$ cat src/rtl/ysyx_23060201_lsu_if.sv
// Bundle of the LSU's three handshake channels: upstream operation, downstream
// result, and the memory request/response bus.
//   slave  : the LSU's view (takes operations, drives results and memory requests)
//   master : the surrounding pipeline/memory view
interface ysyx_23060201_lsu_if;
  // Upstream operation channel
  logic        in_valid;
  logic        in_ready;
  logic [31:0] in_addr;
  logic [31:0] in_wdata;
  logic [2:0]  in_funct3;
  logic        in_load;
  logic        in_store;
  // Result channel to writeback
  logic        out_valid;
  logic        out_ready;
  logic [31:0] out_data;
  logic        out_err;
  // Memory bus
  logic        mem_req_valid;
  logic        mem_req_ready;
  logic [31:0] mem_addr;
  logic        mem_wen;
  logic [3:0]  mem_wstrb;
  logic [31:0] mem_wdata;
  logic        mem_rsp_valid;
  logic [31:0] mem_rdata;

  modport slave (
    input  in_valid, in_addr, in_wdata, in_funct3, in_load, in_store,
    output in_ready,
    output out_valid, out_data, out_err,
    input  out_ready,
    output mem_req_valid, mem_addr, mem_wen, mem_wstrb, mem_wdata,
    input  mem_req_ready, mem_rsp_valid, mem_rdata
  );

  modport master (
    output in_valid, in_addr, in_wdata, in_funct3, in_load, in_store,
    input  in_ready,
    input  out_valid, out_data, out_err,
    output out_ready,
    input  mem_req_valid, mem_addr, mem_wen, mem_wstrb, mem_wdata,
    output mem_req_ready, mem_rsp_valid, mem_rdata
  );
endinterface

$ cat src/rtl/ysyx_23060201_lsu.sv
// Load/store unit: accepts one operation at a time, validates it, issues a
// single word-aligned memory request for legal accesses, extracts/extends load
// data and presents the result to writeback.
// Ports:
//   clk   - rising-edge clock
//   rst_n - synchronous active-low reset
//   bus   - slave side of ysyx_23060201_lsu_if (operation, result, memory bus)
module ysyx_23060201_lsu (
  input logic                clk,
  input logic                rst_n,
  ysyx_23060201_lsu_if.slave bus
);

  localparam int unsigned XLEN = 32;

  localparam logic [1:0] SZ_BYTE = 2'b00;
  localparam logic [1:0] SZ_HALF = 2'b01;

  typedef enum logic [1:0] {
    S_IDLE = 2'd0,
    S_REQ  = 2'd1,
    S_WAIT = 2'd2,
    S_DONE = 2'd3
  } state_t;

  state_t state;
  state_t state_next;

  logic in_ready_q, in_ready_n;
  logic out_valid_q, out_valid_n;
  logic mem_req_valid_q, mem_req_valid_n;

  logic [XLEN-1:0] out_data_q;
  logic            out_err_q;
  logic [XLEN-1:0] mem_addr_q;
  logic            mem_wen_q;
  logic [3:0]      mem_wstrb_q;
  logic [XLEN-1:0] mem_wdata_q;
  logic [1:0]      off_q;
  logic [2:0]      funct3_q;
  logic            load_q;

  logic            accept_c;
  logic            is_mem_c;
  logic            legal_load_c;
  logic            legal_store_c;
  logic            misalign_c;
  logic            access_err_c;
  logic [3:0]      strb_c;
  logic [XLEN-1:0] wdata_c;
  logic [7:0]      byte_c;
  logic [15:0]     half_c;
  logic [XLEN-1:0] load_data_c;

  assign accept_c = (state == S_IDLE) && bus.in_valid;
  assign is_mem_c = bus.in_load || bus.in_store;

  // Operation legality and alignment of the offered operation
  always_comb begin
    legal_load_c  = 1'b0;
    legal_store_c = 1'b0;
    misalign_c    = 1'b0;
    case (bus.in_funct3)
      3'b000, 3'b001, 3'b010: begin
        legal_load_c  = 1'b1;
        legal_store_c = 1'b1;
      end
      3'b100, 3'b101: legal_load_c = 1'b1;
      default: ;
    endcase
    case (bus.in_funct3[1:0])
      SZ_HALF: misalign_c = bus.in_addr[0];
      2'b10:   misalign_c = (bus.in_addr[1:0] != 2'b00);
      default: misalign_c = 1'b0;
    endcase
    access_err_c = (bus.in_load && bus.in_store)
                || (bus.in_load && !legal_load_c)
                || (bus.in_store && !legal_store_c)
                || (is_mem_c && misalign_c);
  end

  // Store lane replication and byte strobes
  always_comb begin
    strb_c  = 4'b1111;
    wdata_c = bus.in_wdata;
    case (bus.in_funct3[1:0])
      SZ_BYTE: begin
        strb_c  = 4'(4'b0001 << bus.in_addr[1:0]);
        wdata_c = {4{bus.in_wdata[7:0]}};
      end
      SZ_HALF: begin
        strb_c  = bus.in_addr[1] ? 4'b1100 : 4'b0011;
        wdata_c = {2{bus.in_wdata[15:0]}};
      end
      default: ;
    endcase
  end

  // Lane selection and extension of the returned read word
  always_comb begin
    byte_c = bus.mem_rdata[7:0];
    case (off_q)
      2'd1:    byte_c = bus.mem_rdata[15:8];
      2'd2:    byte_c = bus.mem_rdata[23:16];
      2'd3:    byte_c = bus.mem_rdata[31:24];
      default: byte_c = bus.mem_rdata[7:0];
    endcase
    half_c = off_q[1] ? bus.mem_rdata[31:16] : bus.mem_rdata[15:0];
    case (funct3_q)
      3'b000:  load_data_c = {{24{byte_c[7]}}, byte_c};
      3'b100:  load_data_c = {24'd0, byte_c};
      3'b001:  load_data_c = {{16{half_c[15]}}, half_c};
      3'b101:  load_data_c = {16'd0, half_c};
      default: load_data_c = bus.mem_rdata;
    endcase
  end

  // State register; handshake outputs are registered from the next state
  always_ff @(posedge clk) begin
    if (!rst_n) begin
      state           <= S_IDLE;
      in_ready_q      <= 1'b1;
      out_valid_q     <= 1'b0;
      mem_req_valid_q <= 1'b0;
    end else begin
      state           <= state_next;
      in_ready_q      <= in_ready_n;
      out_valid_q     <= out_valid_n;
      mem_req_valid_q <= mem_req_valid_n;
    end
  end

  // Next-state logic
  always_comb begin
    state_next = state;
    case (state)
      S_IDLE: begin
        if (bus.in_valid) begin
          state_next = (access_err_c || !is_mem_c) ? S_DONE : S_REQ;
        end
      end
      S_REQ:  if (bus.mem_req_ready) state_next = S_WAIT;
      S_WAIT: if (bus.mem_rsp_valid) state_next = S_DONE;
      S_DONE: if (bus.out_ready)     state_next = S_IDLE;
      default: state_next = S_IDLE;
    endcase
  end

  // Output decode of the state being entered
  always_comb begin
    in_ready_n      = 1'b0;
    out_valid_n     = 1'b0;
    mem_req_valid_n = 1'b0;
    case (state_next)
      S_IDLE:  in_ready_n      = 1'b1;
      S_REQ:   mem_req_valid_n = 1'b1;
      S_DONE:  out_valid_n     = 1'b1;
      default: ;
    endcase
  end

  // Operation capture, request fields and result data
  always_ff @(posedge clk) begin
    if (!rst_n) begin
      out_data_q  <= '0;
      out_err_q   <= 1'b0;
      mem_addr_q  <= '0;
      mem_wen_q   <= 1'b0;
      mem_wstrb_q <= 4'b0000;
      mem_wdata_q <= '0;
      off_q       <= 2'b00;
      funct3_q    <= 3'b000;
      load_q      <= 1'b0;
    end else begin
      if (accept_c) begin
        off_q    <= bus.in_addr[1:0];
        funct3_q <= bus.in_funct3;
        load_q   <= bus.in_load;
        if (access_err_c) begin
          out_data_q <= '0;
          out_err_q  <= 1'b1;
        end else if (!is_mem_c) begin
          out_data_q <= bus.in_addr;
          out_err_q  <= 1'b0;
        end else begin
          // Stores finish with zero data; loads overwrite on the response
          out_data_q  <= '0;
          out_err_q   <= 1'b0;
          mem_addr_q  <= {bus.in_addr[31:2], 2'b00};
          mem_wen_q   <= bus.in_store;
          mem_wstrb_q <= bus.in_store ? strb_c : 4'b0000;
          mem_wdata_q <= bus.in_store ? wdata_c : '0;
        end
      end
      if ((state == S_WAIT) && bus.mem_rsp_valid && load_q) begin
        out_data_q <= load_data_c;
      end
    end
  end

  assign bus.in_ready      = in_ready_q;
  assign bus.out_valid     = out_valid_q;
  assign bus.out_data      = out_data_q;
  assign bus.out_err       = out_err_q;
  assign bus.mem_req_valid = mem_req_valid_q;
  assign bus.mem_addr      = mem_addr_q;
  assign bus.mem_wen       = mem_wen_q;
  assign bus.mem_wstrb     = mem_wstrb_q;
  assign bus.mem_wdata     = mem_wdata_q;

endmodule

$ cat src/flat_wrapper.sv
// flat-port wrapper written by rule: the top's interface ports become plain ports
module ysyx_23060201_lsu_flat 
  (clk, rst_n, bus_in_valid, bus_in_addr, bus_in_wdata, bus_in_funct3, bus_in_load, bus_in_store, bus_in_ready, bus_out_valid, bus_out_data, bus_out_err, bus_out_ready, bus_mem_req_valid, bus_mem_addr, bus_mem_wen, bus_mem_wstrb, bus_mem_wdata, bus_mem_req_ready, bus_mem_rsp_valid, bus_mem_rdata);
  ysyx_23060201_lsu_if bus_i ();
  input logic clk;
  input logic rst_n;
  input wire logic [$bits(bus_i.in_valid)-1:0] bus_in_valid;
  input wire logic [$bits(bus_i.in_addr)-1:0] bus_in_addr;
  input wire logic [$bits(bus_i.in_wdata)-1:0] bus_in_wdata;
  input wire logic [$bits(bus_i.in_funct3)-1:0] bus_in_funct3;
  input wire logic [$bits(bus_i.in_load)-1:0] bus_in_load;
  input wire logic [$bits(bus_i.in_store)-1:0] bus_in_store;
  output wire logic [$bits(bus_i.in_ready)-1:0] bus_in_ready;
  output wire logic [$bits(bus_i.out_valid)-1:0] bus_out_valid;
  output wire logic [$bits(bus_i.out_data)-1:0] bus_out_data;
  output wire logic [$bits(bus_i.out_err)-1:0] bus_out_err;
  input wire logic [$bits(bus_i.out_ready)-1:0] bus_out_ready;
  output wire logic [$bits(bus_i.mem_req_valid)-1:0] bus_mem_req_valid;
  output wire logic [$bits(bus_i.mem_addr)-1:0] bus_mem_addr;
  output wire logic [$bits(bus_i.mem_wen)-1:0] bus_mem_wen;
  output wire logic [$bits(bus_i.mem_wstrb)-1:0] bus_mem_wstrb;
  output wire logic [$bits(bus_i.mem_wdata)-1:0] bus_mem_wdata;
  input wire logic [$bits(bus_i.mem_req_ready)-1:0] bus_mem_req_ready;
  input wire logic [$bits(bus_i.mem_rsp_valid)-1:0] bus_mem_rsp_valid;
  input wire logic [$bits(bus_i.mem_rdata)-1:0] bus_mem_rdata;
  assign bus_i.in_valid = bus_in_valid;
  assign bus_i.in_addr = bus_in_addr;
  assign bus_i.in_wdata = bus_in_wdata;
  assign bus_i.in_funct3 = bus_in_funct3;
  assign bus_i.in_load = bus_in_load;
  assign bus_i.in_store = bus_in_store;
  assign bus_in_ready = bus_i.in_ready;
  assign bus_out_valid = bus_i.out_valid;
  assign bus_out_data = bus_i.out_data;
  assign bus_out_err = bus_i.out_err;
  assign bus_i.out_ready = bus_out_ready;
  assign bus_mem_req_valid = bus_i.mem_req_valid;
  assign bus_mem_addr = bus_i.mem_addr;
  assign bus_mem_wen = bus_i.mem_wen;
  assign bus_mem_wstrb = bus_i.mem_wstrb;
  assign bus_mem_wdata = bus_i.mem_wdata;
  assign bus_i.mem_req_ready = bus_mem_req_ready;
  assign bus_i.mem_rsp_valid = bus_mem_rsp_valid;
  assign bus_i.mem_rdata = bus_mem_rdata;
  ysyx_23060201_lsu u_core (.clk(clk), .rst_n(rst_n), .bus(bus_i));
endmodule
$ cat config.mk
export PLATFORM = sky130hd
export DESIGN_NAME = ysyx_23060201_lsu_flat
export DESIGN_NICKNAME = d
export VERILOG_FILES = /design/src/rtl/ysyx_23060201_lsu_if.sv /design/src/rtl/ysyx_23060201_lsu.sv /design/src/flat_wrapper.sv
export SDC_FILE = /design/constraint.sdc
export NUM_CORES = 1
export LEC_CHECK = 0
export BUFFER_PORTS_ARGS = -buffer_cell sky130_fd_sc_hd__buf_2
export CORE_AREA = 8 8 118 120
export DETAILED_ROUTE_END_ITERATION = 8
export DIE_AREA = 0 0 126 128
export GPL_TIMING_DRIVEN = 0
export PLACE_DENSITY = 0.72
export SKIP_LAST_GASP = 1
export SYNTH_ARGS = -nofsm -noshare
export SYNTH_HDL_FRONTEND = slang
export SYNTH_SLANG_ARGS = --single-unit
$ cat constraint.sdc
create_clock -name clk -period 2.2 [get_ports clk]
set_clock_uncertainty 0.1 [all_clocks]
set_input_delay 0.44 -clock clk [delete_from_list [all_inputs] [get_ports clk]]
set_output_delay 0.44 -clock clk [all_outputs]
set_load 0.1 [all_outputs]
==> flow_summary.yaml <==
status:
  status: "complete, no violations"
detailed_routing:
  drcViolationCount: 0
  drt_iter0_markers: 406
  wirelength_mm: 18.42
  wl_per_cell_um: 20.05
  drtPass1Iterations: 6
  via_count: 5297
  via_per_inst: 5.764
  postRouteAntennaNets: 0
placement:
  place_congestion: 0.9273
  place_worst_setup_slack_ns: -0.6031
  place.port_buffers: 208
  place_inst: 901
  dp_hpwl_mm: 14.76
grt:
  grt_usage: 0.2236
  grt_pass1_wl_mm: 28.93
  grt_pass1_vias: 5483
  overflow: 0
  antenna_found_initial: 3
  grt_max_degree: 20
timing:
  tightest_slew_ns: 0.7698
  final.min_clock_period_ns: 2.198
  setup_viol: 0
  min_period_over_period: 0.9990
  setup-tns-final_ns: 0
  worst_slack_ns: 0.002201
  rsz0062_at_grt: "true"
  slew_violations: 0
  fmax_mhz: 455.0
  final_hold_viol_count: 0
  relSlewSlack: 0.4855
critical_path:
  cp_num_cells: 6
  critPathCaptureType: "flip-flop"
  cp_data_arrival_time_ns: 2.39
  cp_max_fo: 10
  path_common_cell: "clkbuf_2"
  reg2reg_from: "u_core.off_q[1]"
  r2r-end: "u_core.bus.out_data[6]"
  crit_end: "u_core.bus.out_data[6]"
  slowest_delay_ns: 0.47
  worstPathCellList: "clkbuf_2 -> clkbuf_2 -> buf_2 -> o22ai_1 -> a211oi_1 -> o221a_2"
  worstSetupStartpointType: "flip-flop"
  criticalPathCategory: "reg -> reg"
  slowest_stage: "a211oi_1"
  path_delay_family: "compound AO/OA/AOI/OAI gates"
  critPathBufInv: 3
  r2r_slack_ns: 0.002
  cp.required_ns: 2.39
  rr_worst_depth: 6
  crit_start: "u_core.off_q[1]"
power_and_ir_drop:
  vdd_drop_max_uv: 348.2
  power_density_nw_per_um2: 772.2
  p_leak_uw: 0.003114
finish:
  drive_gt1_frac: 0.3594
  fin_nets: 873
  syn_to_final_growth_pct: 33.04
  instances_no_fill: 919
  utilization: 0.5476
logic_synthesis:
  syn_inst: 542
  synth_edf_count: 0
  ys_top_cells_by_area: "dfxtp_1 44%, mux2i_1 7.6%, nand2_1 7.1%"
  avgSynthCellArea_um2: 9.271
  ys_seq_elements: 111
  synth.largest_area_cell: "dfxtp_1"
  ys.warnings.count: 0
  synth-main-ff-cell: "dfxtp_1"
  yosysTopAreaCellShare: 0.4422
  ys_seq_area_frac: 0.4422
  ys_async_sr_fraction: 0
  syn_area_um2: 5025
  synth.distinct_cells: 61
floorplan:
  io_pins: 212
  die_width_um: 126
  die_y_um: 128
  num_rows: 41
  fp.dieArea_um2: 16130
  initial_utilization: 0.4116
  core-area_um2: 12210
clocking:
  htreeDepth: 3
  clk_pin_slew_ns: 0.08
  clock_sinks: 111
  cts_tree: "yes"
  cts.path.max_buffers: 2
  ctsRootBufferMaster: "clkbuf_16"
  cts_buffers: 9
  clk_latency_ns: 0.34
hold_path:
  hold_class: "in -> reg"
job:
  cap_violations: 0
tightest hold or removal path, delay by kind of cell:
| kind | cells | cell delay, ns |
|---|---|---|
| buffers and inverters | 1 | 0.11 |
| muxes | 1 | 0.06 |
| and+or+nand+nor | 1 | 0.05 |
registers in the layout, summed over array words and instances, names as in the netlist:
name                      cells
u_core.bus.in_ready           1
u_core.bus.mem_addr          30
u_core.bus.mem_req_valid      1
u_core.bus.mem_wdata         32
u_core.bus.mem_wen            1
u_core.bus.mem_wstrb          4
u_core.bus.out_data          32
u_core.bus.out_err            1
u_core.bus.out_valid          1
u_core.funct3_q               3
u_core.load_q                 1
u_core.off_q                  2
u_core.state                  2
area by class of cell:
| type | count | area, um2 |
|---|---|---|
| Tap cell | 150 | 187.7 |
| Timing Repair Buffer | 211 | 1064 |
| Multi-Input combinational cell | 376 | 2596 |
| Sequential cell | 111 | 2222 |
| Inverter | 8 | 30.03 |
| Clock buffer | 9 | 225.2 |
| Fill cell | 1141 | 5524 |
| Antenna cell | 1 | 2.502 |
| Clock inverter | 7 | 80.08 |
| Buffer | 46 | 277.8 |
cell usage in the layout (no fill, tap or decap), types with 3 or more instances in the layout:
cell type,count
clkbuf_1,17
a221oi_1,8
buf_6,4
nor3_1,3
inv_1,7
o21ai_0,11
or3_1,4
clkbuf_2,4
a2111oi_0,3
o211ai_1,3
clkbuf_16,9
buf_2,216
buf_1,3
a31o_2,4
a22o_1,19
a222oi_1,16
nand3_1,5
a211oi_1,3
buf_4,9
mux2i_1,37
a22oi_1,9
and3b_1,4
buf_8,3
o2bb2ai_1,26
nor2_1,6
nand4_1,3
a211o_1,4
nand2b_1,3
nand2_1,95
nor2b_1,9
dfxtp_1,111
o22ai_1,17
a21o_1,6
a21oi_1,34
timing repair:
action                                  in CTS  in global routing
hold buffers                                 0                  0
resized for setup                           11                 25
buffers inserted                             2                  1
pin swaps                                    1                  3
endpoints found under the setup margin      74                 92
power breakdown:
group	switching (uW)	total (uW)	internal [uW]
clock	785	1690	901
combinational	989	1340	354
sequential	42.0	2130	2090
total	1820	5160	3350
cell usage after synthesis, drive strengths merged (2+ instances only):
master,instances
a2111oi,3
a211o,4
a211oi,3
a21o,6
a21oi,34
a221oi,8
a222oi,16
a22o,19
a22oi,9
a31o,4
and2,2
and3b,4
buf,23
clkbuf,25
dfxtp,111
ha,3
inv,7
mux2i,38
nand2,95
nand2b,3
nand3,5
nand4,3
nor2,9
nor2b,9
nor3,6
nor4,2
o211ai,3
o21ai,11
o221a,2
o22ai,17
o2bb2ai,26
o311ai,2
or3,4
or3b,3
or4b,2
metrics by stage:
step,hold slack (ns),instance area [um2],power [uW]
after floorplan,0.3454,5030,3131
after global placement,0.3319,6259,3465
after detailed placement,0.3414,6259,3484
after CTS,0.2308,6623,5183
after global routing,0.2274,6685,5368
final,0.2432,6685,5162
cell families after synthesis:
logic type	after synthesis	synth area share
adders and majority gates	3	0.007471
AOI/OAI and AO/OA	176	0.2649
and+or+nand+nor	155	0.1489
buffers and inverters	56	0.05329
DFF	111	0.4422
other	1	0.0007463
muxes	40	0.08242
worst min path at each step:
stage	start	end	slack, ns	cells past startpoint
3_3_place_gp	u_core.bus.mem_wen	u_core.bus.mem_wen	0.33	1
3_5_place_dp	u_core.bus.mem_wen	u_core.bus.mem_wen	0.34	1
4_1_cts	bus_in_wdata[5]	u_core.bus.mem_wdata[5]	0.23	2
6_report	bus_in_addr[27]	u_core.bus.mem_addr[27]	0.24	3
5_1_grt	bus_in_wdata[4]	u_core.bus.mem_wdata[4]	0.23	2
2_1_floorplan	u_core.load_q	u_core.load_q	0.35	2
metal layers:
layer  track usage  part of all wire
met1        0.2499              0.39
met2        0.3813              0.47
met3       0.07363              0.10
met4       0.09979             0.032
met5             0            0.0014
(Power assumes the default switching activity.)
